<file path="src/rtl/simon_pkg.sv">
// Shared types and helpers for the Simon Says button path.
package simon_pkg;

  localparam int unsigned NUM_BUTTONS = 4;

  typedef logic [1:0] btn_id_t;

  typedef enum logic [1:0] {
    StIdle,
    StHeld,
    StChord
  } btn_state_e;

  function automatic logic [2:0] popcount4(input logic [NUM_BUTTONS-1:0] b);
    logic [2:0] n;
    n = '0;
    for (int i = 0; i < NUM_BUTTONS; i++) begin
      n = n + {2'b00, b[i]};
    end
    return n;
  endfunction

  // Only meaningful when exactly one bit is set.
  function automatic btn_id_t onehot_to_id(input logic [NUM_BUTTONS-1:0] b);
    btn_id_t id;
    id = '0;
    for (int i = 0; i < NUM_BUTTONS; i++) begin
      if (b[i]) id = btn_id_t'(i);
    end
    return id;
  endfunction

endpackage

</file>
<file path="src/rtl/simon_event_fifo.sv">
// Show-ahead synchronous FIFO of button IDs with flush and occupancy count.
module simon_event_fifo
  import simon_pkg::*;
#(
  parameter int unsigned Depth = 4,
  parameter int unsigned CntW  = $clog2(Depth) + 1
) (
  input  logic            clk_i,
  input  logic            rst_i,
  input  logic            push_i,
  input  btn_id_t         data_i,
  input  logic            pop_i,
  input  logic            flush_i,
  output logic            valid_o,
  output btn_id_t         data_o,
  output logic            full_o,
  output logic [CntW-1:0] count_o
);

  localparam int unsigned PtrW = $clog2(Depth);

  logic [PtrW-1:0] wptr_q, wptr_d, rptr_q, rptr_d;
  logic [CntW-1:0] count_q, count_d;
  btn_id_t         mem_q [Depth];
  btn_id_t         mem_d [Depth];
  btn_id_t         last_q, last_d;
  logic            pop_ok, push_ok;

  assign valid_o = (count_q != '0);
  assign full_o  = (count_q == CntW'(Depth));
  assign count_o = count_q;
  // Hold the last presented head once the queue runs dry.
  assign data_o  = valid_o ? mem_q[rptr_q] : last_q;

  always_comb begin
    mem_d   = mem_q;
    wptr_d  = wptr_q;
    rptr_d  = rptr_q;
    count_d = count_q;
    last_d  = data_o;
    pop_ok  = pop_i && valid_o;
    push_ok = push_i && (!full_o || pop_ok);
    if (flush_i) begin
      wptr_d  = '0;
      rptr_d  = '0;
      count_d = '0;
    end else begin
      if (push_ok) begin
        mem_d[wptr_q] = data_i;
        wptr_d        = wptr_q + PtrW'(1);
      end
      if (pop_ok) rptr_d = rptr_q + PtrW'(1);
      count_d = count_q + CntW'(push_ok) - CntW'(pop_ok);
    end
  end

  always_ff @(posedge clk_i) begin
    if (rst_i) begin
      wptr_q  <= '0;
      rptr_q  <= '0;
      count_q <= '0;
      last_q  <= '0;
      for (int i = 0; i < Depth; i++) mem_q[i] <= '0;
    end else begin
      wptr_q  <= wptr_d;
      rptr_q  <= rptr_d;
      count_q <= count_d;
      last_q  <= last_d;
      mem_q   <= mem_d;
    end
  end

endmodule

</file>
<file path="src/rtl/simon_button_capture.sv">
// Turns debounced button levels into single-button press events, rejecting chords,
// and queues them for the game FSM over valid/ready.
module simon_button_capture #(
  parameter int unsigned NUM_BUTTONS = 4,
  parameter int unsigned FIFO_DEPTH  = 4
) (
  input  logic                         i_Clk,
  input  logic                         i_Rst,
  input  logic [NUM_BUTTONS-1:0]       i_Buttons,
  input  logic                         i_Enable,
  input  logic                         i_Flush,
  input  logic                         i_Clear_Ovf,
  input  logic                         i_Btn_Ready,
  output logic                         o_Btn_Valid,
  output logic [1:0]                   o_Btn_Id,
  output logic                         o_Any_Held,
  output logic                         o_Overflow,
  output logic [$clog2(FIFO_DEPTH):0]  o_Count
);
  import simon_pkg::*;

  btn_state_e             state_q, state_d;
  btn_id_t                held_q, held_d;
  logic                   ovf_q, ovf_d;
  logic                   push_req, pop, fifo_full;
  logic [NUM_BUTTONS-1:0] held_mask;

  assign held_mask  = NUM_BUTTONS'(1) << held_q;
  assign pop        = o_Btn_Valid && i_Btn_Ready;
  assign o_Any_Held = (state_q != StIdle);
  assign o_Overflow = ovf_q;

  always_comb begin
    state_d  = state_q;
    held_d   = held_q;
    push_req = 1'b0;
    unique case (state_q)
      StIdle: begin
        if (i_Buttons != '0) begin
          if (popcount4(i_Buttons) == 3'd1) begin
            state_d  = StHeld;
            held_d   = onehot_to_id(i_Buttons);
            // FSM tracks levels regardless, so a press begun during playback never fires.
            push_req = i_Enable;
          end else begin
            state_d = StChord;
          end
        end
      end
      StHeld: begin
        if (i_Buttons == '0) state_d = StIdle;
        else if ((i_Buttons & ~held_mask) != '0) state_d = StChord;
      end
      StChord: begin
        if (i_Buttons == '0) state_d = StIdle;
      end
      default: state_d = StIdle;
    endcase
  end

  always_comb begin
    ovf_d = ovf_q;
    if (i_Clear_Ovf) ovf_d = 1'b0;
    if (push_req && fifo_full && !pop && !i_Flush) ovf_d = 1'b1;
  end

  always_ff @(posedge i_Clk) begin
    if (i_Rst) begin
      state_q <= StIdle;
      held_q  <= '0;
      ovf_q   <= 1'b0;
    end else begin
      state_q <= state_d;
      held_q  <= held_d;
      ovf_q   <= ovf_d;
    end
  end

  simon_event_fifo #(
    .Depth (FIFO_DEPTH)
  ) u_fifo (
    .clk_i   (i_Clk),
    .rst_i   (i_Rst),
    .push_i  (push_req),
    .data_i  (held_d),
    .pop_i   (pop),
    .flush_i (i_Flush),
    .valid_o (o_Btn_Valid),
    .data_o  (o_Btn_Id),
    .full_o  (fifo_full),
    .count_o (o_Count)
  );

endmodule

</file>
<file path="config.mk">
export PLATFORM = sky130hd
export DESIGN_NAME = simon_button_capture
export DESIGN_NICKNAME = d
export VERILOG_FILES = /design/src/rtl/simon_pkg.sv /design/src/rtl/simon_event_fifo.sv /design/src/rtl/simon_button_capture.sv
export SDC_FILE = /design/constraint.sdc
export NUM_CORES = 1
export LEC_CHECK = 0
export BUFFER_PORTS_ARGS = -buffer_cell sky130_fd_sc_hd__buf_2
export CORE_MARGIN = 3
export CORE_UTILIZATION = 60
export CTS_CLUSTER_DIAMETER = 120
export DETAILED_ROUTE_END_ITERATION = 10
export PLACE_DENSITY = 0.89
export SYNTH_ARGS = -nofsm -noshare
export SYNTH_HDL_FRONTEND = slang
export SYNTH_HIERARCHICAL = 1
export SYNTH_SLANG_ARGS = --single-unit
</file>
<file path="constraint.sdc">
create_clock -name i_Clk -period 8 [get_ports i_Clk]
set_input_delay 1.2 -clock i_Clk [delete_from_list [all_inputs] [get_ports i_Clk]]
set_output_delay 1.2 -clock i_Clk [all_outputs]
set_load 0.05 [all_outputs]
</file>
==> results of run 1 <==
-- metal layers --
layer | global-route usage [%] | vias to the layer above | wire length [um]
met5 | 0 | - | 0
met4 | 3.830 | 0 | 10
met3 | 3.380 | 2 | 96
met2 | 33.88 | 22 | 1246
met1 | 25.61 | 479 | 1142
li1 | - | 502 | -
-- final timing paths --
path,startpoint,end,slack (ns),cells after the start
worst max register to register,u_fifo/count_o[1],u_fifo/count_o[2],4.97,11
worst max-delay path,i_Buttons[3],u_fifo/count_o[2],3.54,17
worst min-delay path,u_fifo/mem_q[1],u_fifo/mem_q[1],0.49,2
worst min register to register,u_fifo/mem_q[1],u_fifo/mem_q[1],0.49,2
-- worst register-to-register path: stages, from the launching register on --
cell and delay (ns):
dfxtp_1 0.42, nor3_1 0.41, inv_1 0.10, and2_1 0.24, or4b_4 0.63, nand3_1 0.12, nand2_1 0.06, ha_1 0.19
fa_1 0.38, xnor2_1 0.17, xnor2_1 0.13, nor3_1 0.05
-- cells in the mapped netlist, types with 2 or more instances --
cell	count	area [sq um]
mux2_2	3	33.78
nor4b_2	2	30.03
dfxtp_1	22	440.4
nand4b_4	2	47.55
nor3_1	6	30.03
nor2b_4	2	27.53
ha_1	8	100.1
mux2i_1	8	80.08
a21oi_1	4	20.02
a211oi_1	2	15.01
fa_1	2	40.04
mux4_2	2	45.04
or2_2	2	12.51
a21boi_0	2	15.01
xnor2_1	2	17.52
inv_1	12	45.04
o21ai_0	3	15.01
nand2b_1	12	75.07
nor2_1	6	22.52
and2_1	3	18.77
nand2_1	5	18.77
nand3_1	3	15.01
xor2_1	2	17.52
-- registers in the layout, summed over array words and instances (netlist names) --
register        count
u_fifo/rptr_q       2
state_q             2
u_fifo/last_q       2
u_fifo/wptr_q       2
held_q              2
u_fifo/mem_q        8
o_Overflow          1
u_fifo/count_o      3
-- report_power, final --
group	leakage [nW]	internal, W	switching, W
Combinational	0.463	0.0000192	0.0000290
Sequential	0.178	0.000114	0.00000549
Clock	0.0279	0.0000507	0.0000340
-- layout make-up --
class | instances | area share (%)
tap | 27 | 2.252
sequential | 22 | 29.36
multi-input combinational | 96 | 56.21
clock buffer | 3 | 1.501
clock inverter | 1 | 2.002
timing repair buffer | 17 | 5.671
inverter | 12 | 3.002
-- per-stage QoR --
step / instance area [sq um] / utilization, % / power [W] / hold slack, ns
6_report: 1500 / 73.47 / 0.0002523 / 0.4912
3_3_place_gp: 1448 / 70.89 / 0.0001677 / 0.4549
3_5_place_dp: 1448 / 70.89 / 0.0001698 / 0.4761
5_1_grt: 1500 / 73.47 / 0.0002641 / 0.5181
4_1_cts: 1500 / 73.47 / 0.0002540 / 0.4927
2_1_floorplan: 1349 / - / 0.0001577 / 0.4460
-- cells by family after synthesis --
family                     after synthesis  synth area share [%]
AOI/OAI and AO/OA                       17                 9.090
xor gates and xnor gates                 4                 2.598
adders and majority gates               10                 10.39
buffers and inverters                   15                 4.823
DFF                                     22                 32.65
muxes                                   13                 11.78
and+or+nand+nor                         52                 28.67
==> flow_summary.ini, run 1 <==
[cells_and_area]
final_cell_mix = 22 x dfxtp_1, 17 x buf_2, 12 x inv_1, 12 x nand2b_1
nets = 172
area.growth.synth_to_final_pct = 11.22
seq_area_sq_um = 440.4
multiInputGateArea_sq_um = 843.3
final_common_cell = dfxtp_1
num_antenna_cells = 0
stdcell_count = 178
fillers = 148
drive_gt1_share_pct = 25.83

[clocking]
insertion_delay_ns = 0.31
clkTransAtPathRegs_ns = 0.13
htreeDepth = 1
cts_root_buf = clkbuf_4
hold_buffers = 0
post_cts_buffers = 0
numCtsBuffers = 3
cts_tree = yes
post_cts_resized = 0
clock_sinks = 22
cts_buffer_depth = 2

[global_routing]
grt_pass1_wl_um = 4112
grt_use_total_pct = 19.71
grt_pass1_vias = 947
grt-ovfl-total = 0
antenna_found_initial = 0
grt_max_degree = 24

[setup_path]
worstSetupStartpointType = input pin
path_class = input pin to flip-flop
worstPathMaxFanout = 9
crit_path_end_kind = flip-flop
cp_top_family = adder cells
slowest_delay_ns = 0.48
path_cells = buf_2, inv_1, fa_1, inv_1, ha_1, ha_1, nor4b_2, nor3b_4, and2_2, inv_1, nand2b_1, nand2_1, ha_1, fa_1, xnor2_1, xnor2_1, nor3_1
worst-path-buf-inv = 4
cp.required_ns = 8.20
critPathSlowestCell = fa_1
arrival_ns = 4.66

[route]
route.detailed.drc = 0
first_pass_iters = 4
drt_iter0_markers = 19
vias_per_cell = 5.646
wl_um = 2495
avgRoutedWirePerCell_um = 14.02
detail-route-antenna-nets = 0
vias = 1005

[flow_run]
cap_violations = 0

[logic_synthesis]
syn_nets = 153
async_reset_ff_share_pct = 0
seq_area_frac_synth_pct = 32.65
synth_ff_type = dfxtp_1
synth_edf_count = 0
synth_cell_types = 41
synth_seq_cells = 22
synth.avg_cell_area_sq_um = 10.14
synthCells = 133
yosysWarnings = 6
synth.cell_area_sq_um = 1349

[timing]
rsz0062_at_grt = no
setup_tns_ns = 0
worst_slack_ns = 3.541
drv_slew = 0
timing.fmax_ghz = 0.2243
period_minus_slack_ns = 4.459
timing.final.crit_share_pct = 55.74
slew_headroom_pct = 68.94
finalSetupViolations = 0
hold_violations = 0
fin_skew_ns = 0.01167
worstMarginPinSlew_ns = 0.4623

[die]
rows = 16
initial_core_util_pct = 66.05
die_area_sq_um = 2853
die_h_um = 53.41
core_area_sq_um = 2042
die_w_um = 53.41
io_pins = 18

[place]
hpwl_um = 1974
io_buffers = 17
routabilityCongestion = 0.8266
dp_cells = 174
pre_cts_slack_ns = 3.225

[worst_hold_path]
hold_path_class = flip-flop to flip-flop

[power_and_ir_drop]
ir_worst_vdd_uv = 148.9
leakage_nw = 0.6684
powerDensity_nw_per_um2 = 168.2

[status]
status = complete, no violations
Note: power is estimated with default switching activity, not from simulation.
==> inputs of run 2 (changes only) <==
- CORE_UTILIZATION: 60 -> 56
- PLACE_DENSITY: 0.89 -> 0.84
- clock period: 8 -> 4.49 ns (I/O delays scaled with it)
==> run 2 against run 1 <==
Critical path depth stayed put. Sequential cell count stayed put. Design area is 0.58% higher. Clock skew is 0.0053 ns lower. Wire length is 3.4% higher. Largest cell class unchanged.
==> flow_summary.ini, run 2 (same netlist as run 1, synthesis figures left out) <==
[power_and_ir_drop]
seqPwrFrac_pct = 47.2
leakage_nw = 0.6738
pwr-share-comb_pct = 19.3
ir_worst_vdd_uv = 250.5
p_sw_w = 0.0001234
switching_share_pct = 27.34
power_frac_clock_pct = 33.5
p_int_w = 0.0003281
powerDensity_nw_per_um2 = 299.2

[clocking]
post_cts_buffers = 0
hold_buffers = 0
post_cts_resized = 0
clkTransAtPathRegs_ns = 0.13
clock_sinks = 22
htreeDepth = 1
numCtsBuffers = 3
cts_root_buf = clkbuf_4
insertion_delay_ns = 0.31
cts_buffer_depth = 2
cts_tree = yes

[cells_and_area]
top_register = u_fifo/mem_q
nets = 173
fillers = 177
final_common_cell = dfxtp_1
largest_register_ffs = 8
drive_gt1_share_pct = 26.32
area.growth.synth_to_final_pct = 11.87
final_cell_mix = 22 x dfxtp_1, 17 x buf_2, 12 x inv_1, 12 x nand2b_1
stdcell_count = 180
utilization_pct = 66.93
num_antenna_cells = 0

[timing]
worstMarginPinSlew_ns = 0.4795
period_minus_slack_ns = 3.835
setup_tns_ns = 0
timing.fmax_ghz = 0.2608
timing.final.crit_share_pct = 85.40
fin_skew_ns = 0.006348
rsz0062_at_grt = no
drv_slew = 0
slew_headroom_pct = 67.76
whs_ns = 0.4870
finalSetupViolations = 0
hold_violations = 0

[global_routing]
grt_max_degree = 24
grt-ovfl-total = 0
antenna_found_initial = 0
grt_use_total_pct = 20.66
grt_pass1_wl_um = 4512
grt_pass1_vias = 1039

[route]
route.detailed.drc = 0
route.layer.met1.wl_um = 1148
wl_met2_um = 1293
detail-route-antenna-nets = 0
first_pass_iters = 4
highest_layer = met4
drt_iter0_markers = 11
vias_per_cell = 5.494
dr_wl_met3_um = 101
avgRoutedWirePerCell_um = 14.34
vias = 989
wl_um = 2581

[place]
io_buffers = 17
routabilityCongestion = 0.8307
hpwl_um = 1926
dp_cells = 176

[setup_path]
worstPathMaxFanout = 8
cp.required_ns = 4.71
path_class = input pin to flip-flop
worstReg2RegStart = u_fifo/count_o[1]
worstSetupStartpointType = input pin
r2r_slack_ns = 1.38
arrival_ns = 4.05
r2r-end = u_fifo/count_o[2]
crit_path_end_kind = flip-flop
reg2reg_depth = 11

[die]
core_area_sq_um = 2255
die_h_um = 55.08
die_area_sq_um = 3033
io_pins = 18
die_w_um = 55.08
initial_core_util_pct = 59.82
rows = 17

[worst_hold_path]
whs_endpoint = u_fifo/mem_q[4]
hold_path_class = flip-flop to flip-flop
worstHoldStart = u_fifo/mem_q[4]
min_path_cells = 2

[flow_run]
cap_violations = 0

[status]
status = complete, no violations
run 2: cell types whose count changed in the layout (fill, tap and decap cells not counted), sizes merged:
cell  delta
buf      +1
run 2: worst max-delay path by stage:
stage                     cells past startpoint                end         start  slack [ns]
after detailed placement                     17  u_fifo/count_o[2]  i_Buttons[3]        0.44
after global placement                       17  u_fifo/count_o[2]  i_Buttons[3]        0.51
after global routing                         17  u_fifo/count_o[2]  i_Buttons[3]        0.44
after floorplan                              17  u_fifo/count_o[2]  i_Buttons[0]        0.50
after CTS                                    17  u_fifo/count_o[2]  i_Buttons[3]        0.66
final                                        17  u_fifo/count_o[2]  i_Buttons[3]        0.66
run 2: critical path: stages:
cell and delay [ns]:
buf_2 0.16, inv_1 0.07, fa_1 0.47, inv_1 0.04, ha_1 0.18, ha_1 0.28
nor4b_2 0.31, nor3b_4 0.36, and2_2 0.21, inv_1 0.06, nand2b_1 0.11, nand2_1 0.07
ha_1 0.19, fa_1 0.38, xnor2_1 0.15, xnor2_1 0.16, nor3_1 0.18
run 2: layout make-up:
cell class / count / area [sq um] / area share [%]
timing repair buffer: 18 / 92.59 / 6.136
clock buffer: 3 / 22.52 / 1.493
tap: 28 / 35.03 / 2.322
inverter: 12 / 45.04 / 2.985
multi-input combinational: 96 / 843.3 / 55.89
sequential: 22 / 440.4 / 29.19
clock inverter: 1 / 30.03 / 1.990
run 2: layer usage:
layer | GRT usage [%] | vias to the layer above
met5 | 0 | -
met4 | 10.53 | 0
met3 | 3.753 | 4
met2 | 33.46 | 18
met1 | 26.12 | 463
li1 | - | 504
run 2: metrics by stage:
step	power (W)	worst slack (ns)	area, sq um
3_5_place_dp	0.0003037	0.4361	1456
6_report	0.0004515	0.6554	1509
3_3_place_gp	0.0002993	0.5079	1456
5_1_grt	0.0004739	0.4403	1509
2_1_floorplan	0.0002809	0.5009	1349
4_1_cts	0.0004534	0.6644	1509
run 2: power groups by stage:
stage | logic, W | registers, W | clock network, W
2_1_floorplan | 0.0000648 | 0.000216 | 0
3_3_place_gp | 0.0000830 | 0.000216 | 0
3_5_place_dp | 0.0000865 | 0.000217 | 0
4_1_cts | 0.0000875 | 0.000213 | 0.000153
5_1_grt | 0.0000977 | 0.000214 | 0.000162
6_report | 0.0000873 | 0.000213 | 0.000151
==> inputs of run 3 (changes only) <==
- CORE_UTILIZATION: 56 -> 51
- PLACE_DENSITY: 0.84 -> 0.81
- clock period: 4.49 -> 3.5 ns (I/O delays scaled with it)
==> run 3 against run 2 <==
Die area grew 8.7%. Clock power grew 26%. Largest cell class unchanged. Critical path type unchanged. Highest routed layer is now met3. Count of clock-buffer cells in the layout is the same. Sequential share of layout area shrank 2.0 points.
==> flow_summary.ini, run 3 (same netlist as run 1, synthesis figures left out) <==
[timing]
timing.final.crit_share_pct = 94.47
setup_tns_ns = 0
drv_slew = 0
fin_skew_ns = 0.001196
period_minus_slack_ns = 3.306
timing.fmax_ghz = 0.3024
slew_headroom_pct = 59.96
rsz0062_at_grt = no
finalSetupViolations = 0
worstMarginPinSlew_ns = 0.5955
hold_violations = 0
whs_ns = 0.4941

[cells_and_area]
final_common_cell = dfxtp_1
final_cell_mix = 22 x dfxtp_1, 17 x buf_2, 11 x nand2b_1
finalInstanceArea_sq_um = 1619
top_register = u_fifo/mem_q
num_antenna_cells = 0
nets = 180
largest_register_ffs = 8
area.growth.synth_to_final_pct = 20.04
drive_gt1_share_pct = 35.85

[place]
hpwl_um = 2057
io_buffers = 17
placed_area_sq_um = 1567
routabilityCongestion = 0.7397

[die]
initial_core_util_pct = 53.95
die_area_sq_um = 3298
die_w_um = 57.43
io_pins = 18
rows = 18
die_h_um = 57.43
core_area_sq_um = 2500

[flow_run]
cap_violations = 0

[route]
drt_iter0_markers = 12
avgRoutedWirePerCell_um = 13.66
vias = 1026
first_pass_iters = 4
route.detailed.drc = 0
wl_um = 2581
detail-route-antenna-nets = 0
vias_per_cell = 5.429

[global_routing]
grt_pass1_vias = 983
antenna_found_initial = 0
grt_max_degree = 24
grt_pass1_wl_um = 4347
grt_use_total_pct = 16.62
grt-ovfl-total = 0

[power_and_ir_drop]
powerDensity_nw_per_um2 = 368.3
ir_worst_vdd_uv = 438.7
leakage_nw = 0.7236

[clocking]
post_cts_buffers = 0
cts_buffer_depth = 2
cts_tree = yes
clkTransAtPathRegs_ns = 0.12
clock_sinks = 22
post_cts_resized = 0
numCtsBuffers = 3
hold_buffers = 0
insertion_delay_ns = 0.30
cts_root_buf = clkbuf_4
htreeDepth = 1

[setup_path]
arrival_ns = 3.54
worstSetupStartpointType = input pin
path_class = input pin to flip-flop
cp.required_ns = 3.74
worstPathMaxFanout = 2
crit_path_end_kind = flip-flop

[status]
status = complete, no violations

[worst_hold_path]
hold_path_class = flip-flop to flip-flop
## run 3: changes by cell type in the layout (fill, tap and decap cells not counted), sizes merged
cell | before | now
buf | 18 | 25
## run 3: metal layers
metal	part of all wire, %	vias up	global-route usage [%]	routed length (um)
met4	0	0	1.656	0
li1	-	519	-	-
met3	4.4	0	4.299	113
met1	44	483	21.16	1133
met5	0	-	0	0
met2	52	24	29.19	1334
## run 3: final cells by class
type,count,area (sq um)
well taps,30,37.54
fillers,204,880.8
clock inverters,1,30.03
flip-flops and latches,22,440.4
clock buffers,3,22.52
repair buffers,25,145.1
inverters,12,55.05
multi-input cells,96,888.4
## run 3: metrics by stage
step | cells | power, W | setup slack, ns | utilization (%)
floorplan | 133 | 0.0003726 | -0.1242 | -
global placement | 185 | 0.0004042 | -0.07175 | 62.66
detailed placement | 185 | 0.0004105 | -0.1088 | 62.66
CTS | 189 | 0.0006018 | 0.2014 | 64.76
global route | 189 | 0.0006246 | 0.04062 | 64.76
finish | 189 | 0.0005962 | 0.1936 | 64.76
## run 3: path summary, 6_finish.rpt
check | startpoint | end | slack (ns) | cells after the start
hold reg to reg | u_fifo/mem_q[6] | u_fifo/mem_q[6] | 0.49 | 2
setup reg to reg | u_fifo/count_o[1] | u_fifo/count_o[2] | 0.51 | 11
hold / removal | u_fifo/mem_q[6] | u_fifo/mem_q[6] | 0.49 | 2
setup / recovery | i_Buttons[3] | u_fifo/count_o[2] | 0.19 | 17
## run 3: worst max-delay path, stage by stage
cell and delay (ns):
buf_2 0.14, inv_8 0.03, fa_1 0.52, inv_1 0.04, ha_2 0.19, ha_4 0.24, nor4b_4 0.23, nor3b_4 0.24
and2_4 0.19, inv_4 0.04, nand2b_4 0.06, nand2_1 0.06, ha_2 0.18, fa_2 0.40, xnor2_2 0.15, xnor2_1 0.13
nor3_1 0.17
## run 3: power breakdown
part	leakage, nW	switching (W)	internal (W)	total [W]
Combinational	0.518	0.0000738	0.0000577	0.000132
Clock	0.0279	0.0000757	0.000116	0.000191
Sequential	0.178	0.0000130	0.000260	0.000273
